**src/rtl/bcd_accumulator_pkg.sv**
```systemverilog
// Shared constants, FSM state encoding and operand payload type for the
// digit-serial BCD running-total stage.
package bcd_accumulator_pkg;

  localparam int unsigned DIGIT_W = 4;
  localparam int unsigned OPD_W   = 8;

  localparam logic [DIGIT_W-1:0] BCD_MAX = 4'd9;
  localparam logic [DIGIT_W-1:0] BCD_ADJ = 4'd6;

  typedef enum logic [1:0] {
    IDLE = 2'd0,
    ADD  = 2'd1,
    DONE = 2'd2
  } state_e;

  typedef struct packed {
    logic [DIGIT_W-1:0] tens;
    logic [DIGIT_W-1:0] ones;
  } bcd_pair_t;

  // True when both nibbles of the operand are legal BCD digits.
  function automatic logic bcd_pair_valid(input bcd_pair_t p);
    return (p.tens <= BCD_MAX) && (p.ones <= BCD_MAX);
  endfunction

endpackage

```
**src/rtl/bcd_accumulator_digit_add.sv**
```systemverilog
// Combinational single-digit BCD adder: s = a + b + ci with decimal correction.
module bcd_digit_add
  import bcd_accumulator_pkg::*;
(
  input  logic [DIGIT_W-1:0] a_i,
  input  logic [DIGIT_W-1:0] b_i,
  input  logic               ci_i,
  output logic [DIGIT_W-1:0] s_o,
  output logic               co_o
);

  logic [DIGIT_W:0] raw_sum;

  // Worst case 9+9+1=19, so one +6 correction always lands back in 0..9.
  always_comb begin
    raw_sum = (DIGIT_W+1)'(a_i) + (DIGIT_W+1)'(b_i) + (DIGIT_W+1)'(ci_i);
    s_o     = raw_sum[DIGIT_W-1:0];
    co_o    = 1'b0;
    if (raw_sum > (DIGIT_W+1)'(BCD_MAX)) begin
      s_o  = DIGIT_W'(raw_sum + (DIGIT_W+1)'(BCD_ADJ));
      co_o = 1'b1;
    end
  end

endmodule

```
**src/rtl/bcd_accumulator.sv**
```systemverilog
// Running BCD total: adds a 2-digit BCD operand plus carry-in one digit per
// clock on each synchronized add-request edge; holds the result for display.
module bcd_accumulator
  import bcd_accumulator_pkg::*;
#(
  parameter int unsigned DIGITS = 4
) (
  input  logic                      CLOCK_50,
  input  logic                      Resetn,
  input  logic                      add_req,
  input  logic                      clear,
  input  logic [OPD_W-1:0]          operand,
  input  logic                      cin,
  output logic [DIGIT_W*DIGITS-1:0] total,
  output logic                      busy,
  output logic                      done,
  output logic                      overflow,
  output logic                      invalid
);

  localparam int unsigned IDX_W = (DIGITS > 1) ? $clog2(DIGITS) : 1;
  localparam logic [IDX_W-1:0] IDX_LAST = IDX_W'(DIGITS - 1);

  state_e                      state_q;
  logic [2:0]                  sync_q;
  logic [DIGIT_W*DIGITS-1:0]   total_q;
  bcd_pair_t                   opd_q;
  logic [IDX_W-1:0]            idx_q;
  logic                        carry_q;
  logic                        busy_q;
  logic                        done_q;
  logic                        overflow_q;
  logic                        invalid_q;

  logic                        req_edge_c;
  logic [DIGIT_W-1:0]          tot_digit_c;
  logic [DIGIT_W-1:0]          opd_digit_c;
  logic [DIGIT_W-1:0]          sum_c;
  logic                        co_c;

  assign req_edge_c = sync_q[1] & ~sync_q[2];

  // Select the digit pair being worked on; operand digits above tens are zero.
  always_comb begin
    tot_digit_c = '0;
    for (int unsigned d = 0; d < DIGITS; d++) begin
      if (idx_q == IDX_W'(d)) tot_digit_c = total_q[d*DIGIT_W +: DIGIT_W];
    end
    opd_digit_c = '0;
    if (idx_q == IDX_W'(0))      opd_digit_c = opd_q.ones;
    else if (idx_q == IDX_W'(1)) opd_digit_c = opd_q.tens;
  end

  bcd_digit_add u_digit_add (
    .a_i  (tot_digit_c),
    .b_i  (opd_digit_c),
    .ci_i (carry_q),
    .s_o  (sum_c),
    .co_o (co_c)
  );

  always_ff @(posedge CLOCK_50 or negedge Resetn) begin
    if (!Resetn) begin
      state_q    <= IDLE;
      sync_q     <= '0;
      total_q    <= '0;
      opd_q      <= '0;
      idx_q      <= '0;
      carry_q    <= 1'b0;
      busy_q     <= 1'b0;
      done_q     <= 1'b0;
      overflow_q <= 1'b0;
      invalid_q  <= 1'b0;
    end else begin
      sync_q <= {sync_q[1:0], add_req};
      done_q <= 1'b0;
      if (clear) begin
        // Aborts any add in flight and swallows a coincident request edge.
        state_q    <= IDLE;
        total_q    <= '0;
        idx_q      <= '0;
        carry_q    <= 1'b0;
        busy_q     <= 1'b0;
        overflow_q <= 1'b0;
        invalid_q  <= 1'b0;
      end else begin
        unique case (state_q)
          IDLE: begin
            if (req_edge_c) begin
              if (!bcd_pair_valid(bcd_pair_t'(operand))) begin
                invalid_q <= 1'b1;
              end else begin
                opd_q   <= bcd_pair_t'(operand);
                carry_q <= cin;
                idx_q   <= '0;
                busy_q  <= 1'b1;
                state_q <= ADD;
              end
            end
          end
          ADD: begin
            for (int unsigned d = 0; d < DIGITS; d++) begin
              if (idx_q == IDX_W'(d)) total_q[d*DIGIT_W +: DIGIT_W] <= sum_c;
            end
            carry_q <= co_c;
            if (idx_q == IDX_LAST) begin
              // Overflow lands together with the done pulse so both are seen at once.
              busy_q     <= 1'b0;
              done_q     <= 1'b1;
              overflow_q <= overflow_q | co_c;
              state_q    <= DONE;
            end else begin
              idx_q <= idx_q + IDX_W'(1);
            end
          end
          DONE: begin
            state_q <= IDLE;
          end
          default: begin
            state_q <= IDLE;
          end
        endcase
      end
    end
  end

  assign total    = total_q;
  assign busy     = busy_q;
  assign done     = done_q;
  assign overflow = overflow_q;
  assign invalid  = invalid_q;

endmodule
```
**config.mk**
```make
export PLATFORM = sky130hd
export DESIGN_NAME = bcd_accumulator
export DESIGN_NICKNAME = d
export VERILOG_FILES = /design/src/rtl/bcd_accumulator_pkg.sv /design/src/rtl/bcd_accumulator_digit_add.sv /design/src/rtl/bcd_accumulator.sv
export SDC_FILE = /design/constraint.sdc
export NUM_CORES = 1
export LEC_CHECK = 0
export CAP_MARGIN = 20
export CORE_MARGIN = 3
export CORE_UTILIZATION = 35
export DETAILED_ROUTE_END_ITERATION = 10
export PLACE_DENSITY_LB_ADDON = 0.1
export SYNTH_ARGS = -nofsm -noshare
export SYNTH_HDL_FRONTEND = slang
export SYNTH_SLANG_ARGS = --single-unit
```
**constraint.sdc**
```tcl
create_clock -name CLOCK_50 -period 4.22 [get_ports CLOCK_50]
set_input_delay 0.633 -clock CLOCK_50 [delete_from_list [all_inputs] [get_ports CLOCK_50]]
set_output_delay 0.633 -clock CLOCK_50 [all_outputs]
set_load 0.005 [all_outputs]
```
==> results.yml <==
power_and_ir_drop:
  netSwitchingFraction: 0.336
  switching_power_uw: 339
  power_density_nw_per_um2: 397
  pwr-share-clk: 0.266
  ir_worst_vdd_mv: 0.145
  leakagePower_nw: 1.10
  power_frac_comb: 0.343
  seqPwrFrac: 0.391
  p_int_uw: 671
routing:
  wl_per_cell_microns: 15.8
  route.met2.wl_microns: 2290
  first_pass_iters: 4
  viasPerCell: 5.37
  routed-wl-met3_microns: 273
  top_layer_used: "met4"
  wl_met1_microns: 2190
  initialDrtViolationCount: 197
  remaining_drc_errors: 0
  ant_nets: 0
  drt-total-wl_microns: 4850
  vias: 1654
sta:
  hold_violations: 0
  rsz0062_at_grt: "false"
  fin_hold_ws_ps: 355
  setup_viol: 0
  tns_ps: 0
  timing.fmax_mhz: 258
  fin_skew_ps: 6.60
  post-route-period-util: 0.918
  tightest_slew_ps: 804
  slew_violations: 0
  period_needed_ps: 3880
  max_slew_margin: 0.464
clocking:
  cts_num_sinks: 36
  post_cts_resized: 0
  clkLatencyLatePin_ps: 290
  cts.clk_slew.worst_paths_ps: 70
  cts.hold.buffers_added: 0
  post_cts_buffers: 0
  clk_path_buf_depth: 2
  cts_tree: "built"
  cts_root_buf: "clkbuf_8"
  ctsHtreeMaxLevel: 2
  cts_buffers: 5
logic_synthesis:
  avgSynthCellArea_sq_um: 10.2
  synth.net_count: 227
  synth-simple-area-share: 0.160
  synth_mux_area_frac: 0.0554
  ys_types: 43
  yosys.area_share.xor_xnor: 0.00783
  ys_ff_latch: 36
  synth-compound-area-share: 0.225
  synth_fa_ha_area_frac: 0.0735
  ys_seq_area_frac: 0.434
  netlist_area_sq_um: 2080
  synthCells: 203
  synth_top_family_by_area: "compound AO/OA/AOI/OAI gates"
  ys_warn_count: 0
placed_design:
  hpwl_microns: 3560
  numPortBuffers: 32
  place_area_sq_um: 2440
  globalplace.congestion: 0.832
  dp.cells: 301
floorplanning:
  die_area_sq_um: 6890
  std_cell_rows: 27
  coreArea_sq_um: 5610
  die_w_microns: 83.0
  die_y_microns: 83.0
  start_util: 0.370
  io_pins: 33
layout:
  layout_common_cells: "dfrtp_1, clkdlybuf4s50_1, nor2_1, nand2_1, o21ai_0"
  final_core_util: 0.453
  drive_above_1_share: 0.140
  n_antenna_cell: 0
  n_fill_cell: 565
  final_nets: 260
  finalInstanceArea_sq_um: 2540
  area_growth_pct: 22.4
  final_common_cell: "dfrtp_1"
  fin_cells: 308
setup_path:
  crit_path_max_incr_delay_ps: 500
  critPathSlowestCell: "fa_1"
  rr_worst_depth: 16
  r2r_start: "idx_q[0]"
  crit_top_cell: "inv_1"
  crit_path_end: "total[6]"
  crit_start: "idx_q[0]"
  cp.arrival_ps: 4080
  end_kind: "flip-flop"
  reg2reg_slack_ps: 340
  worstSetupPathType: "flip-flop to flip-flop"
  crit_path_start_kind: "flip-flop"
  required_ps: 4420
  cp_max_fo: 9
  crit_chain: "inv_1 -> ha_2 -> nor2b_1 -> a221oi_1 -> nor3_1 -> a21oi_1 -> fa_1 -> inv_1 -> fa_1 -> inv_1 -> ha_1 -> nand2b_1 -> a22oi_4 -> a31oi_4 -> mux2_4 -> o31ai_2"
  r2r_end: "total[6]"
grt:
  first_global_vias: 1611
  grt_pass1_wl_microns: 8090
  gr-usage-all-layers: 0.148
  antenna_found_initial: 0
  grt_max_degree: 37
  grt_overflow: 0
status:
  status: "finished clean"
worst_hold_path:
  hp-class: "flip-flop to flip-flop"
flow_run:
  drv_cap: 0
==> flip-flops by register name (all words and copies together), names as in the netlist, 2 cells and up <==
signal	flops
opd_q	8
state_q	2
total	16
sync_q	3
idx_q	2
==> how the worst min path moves through the flow <==
stage,from,endpoint,slack [ps],depth (start not counted)
after floorplan,sync_q[0],sync_q[1],330,0
after global placement,sync_q[0],sync_q[1],340,0
after detailed placement,sync_q[0],sync_q[1],340,0
after CTS,sync_q[0],sync_q[1],360,0
after global routing,sync_q[0],sync_q[1],360,0
final,sync_q[0],sync_q[1],350,0
==> stage by stage <==
| stage | total power [mW] | setup slack, ps |
|---|---|---|
| final | 1.01 | 345 |
| after global placement | 0.744 | 407 |
| after CTS | 1.02 | 255 |
| after detailed placement | 0.746 | 287 |
| after global routing | 1.08 | 47.3 |
| after floorplan | 0.658 | 582 |
==> cell type report <==
type | count | area, sq um | area share
tap | 72 | 90.1 | 0.0354
inverter | 10 | 37.5 | 0.0148
clock buffer | 7 | 96.3 | 0.0379
multi-input combinational | 149 | 1090 | 0.428
sequential | 36 | 901 | 0.354
timing repair buffer | 34 | 330 | 0.130
==> metal layers <==
metal | up-vias | global-route usage
met2 | 50 | 0.238
met1 | 794 | 0.189
met3 | 10 | 0.0397
met4 | 0 | 0.0624
met5 | - | 0
li1 | 800 | -
==> critical path: cells and delay by family, from the launching register on <==
kind            cells  cell delay, ps
buf+inv             3             380
mux                 1             360
fa+ha+maj           4            1370
flops               1             420
simple gates        3             470
compound gates      5             790
==> synth_stat cells <==
cell / number / share of area
a211oi_1: 2 / 0.0072
nand3b_1: 11 / 0.040
o21ai_1: 1 / 0.0024
a22o_1: 6 / 0.025
a31o_2: 1 / 0.0042
nor3_1: 2 / 0.0048
or2_2: 1 / 0.0030
a31oi_4: 1 / 0.010
clkbuf_1: 3 / 0.0054
o31ai_1: 3 / 0.011
fa_1: 2 / 0.019
nor2b_1: 7 / 0.021
o31ai_2: 3 / 0.018
mux2i_1: 1 / 0.0048
a21oi_1: 12 / 0.029
buf_2: 2 / 0.0048
a41o_1: 1 / 0.0048
nor2_1: 18 / 0.033
a2111oi_0: 2 / 0.0084
o22ai_1: 1 / 0.0030
or3_1: 1 / 0.0030
nand2_1: 17 / 0.031
and3b_2: 1 / 0.0048
a22oi_4: 1 / 0.010
and2_1: 2 / 0.0060
o21ai_0: 13 / 0.031
a221oi_1: 1 / 0.0042
a21o_1: 1 / 0.0036
nand2b_1: 1 / 0.0030
dfrtp_1: 36 / 0.43
buf_6: 3 / 0.016
or3_4: 1 / 0.0054
a31oi_1: 4 / 0.012
ha_1: 9 / 0.054
mux2_4: 1 / 0.0072
inv_1: 10 / 0.018
a32oi_1: 4 / 0.017
a21o_2: 3 / 0.013
a22oi_1: 3 / 0.011
mux2_2: 8 / 0.043
xnor2_2: 1 / 0.0078
nand3_1: 1 / 0.0024
nor4_1: 1 / 0.0030
==> kinds of logic (layout without fill, tap and decap cells) <==
family | Yosys count | in the layout
simple gates | 64 | 64
compound gates | 63 | 63
flops | 36 | 36
buf+inv | 18 | 51
fa+ha+maj | 11 | 11
mux | 10 | 10
xor+xnor | 1 | 1
==> power by group through the flow <==
stage	sequential, mW	combinational, mW	clock [mW]
final	0.395	0.346	0.269
after global routing	0.400	0.383	0.294
after CTS	0.395	0.345	0.279
after floorplan	0.394	0.264	0
after global placement	0.402	0.341	0
after detailed placement	0.402	0.344	0
No activity file was read; power rests on OpenSTA's default activity.
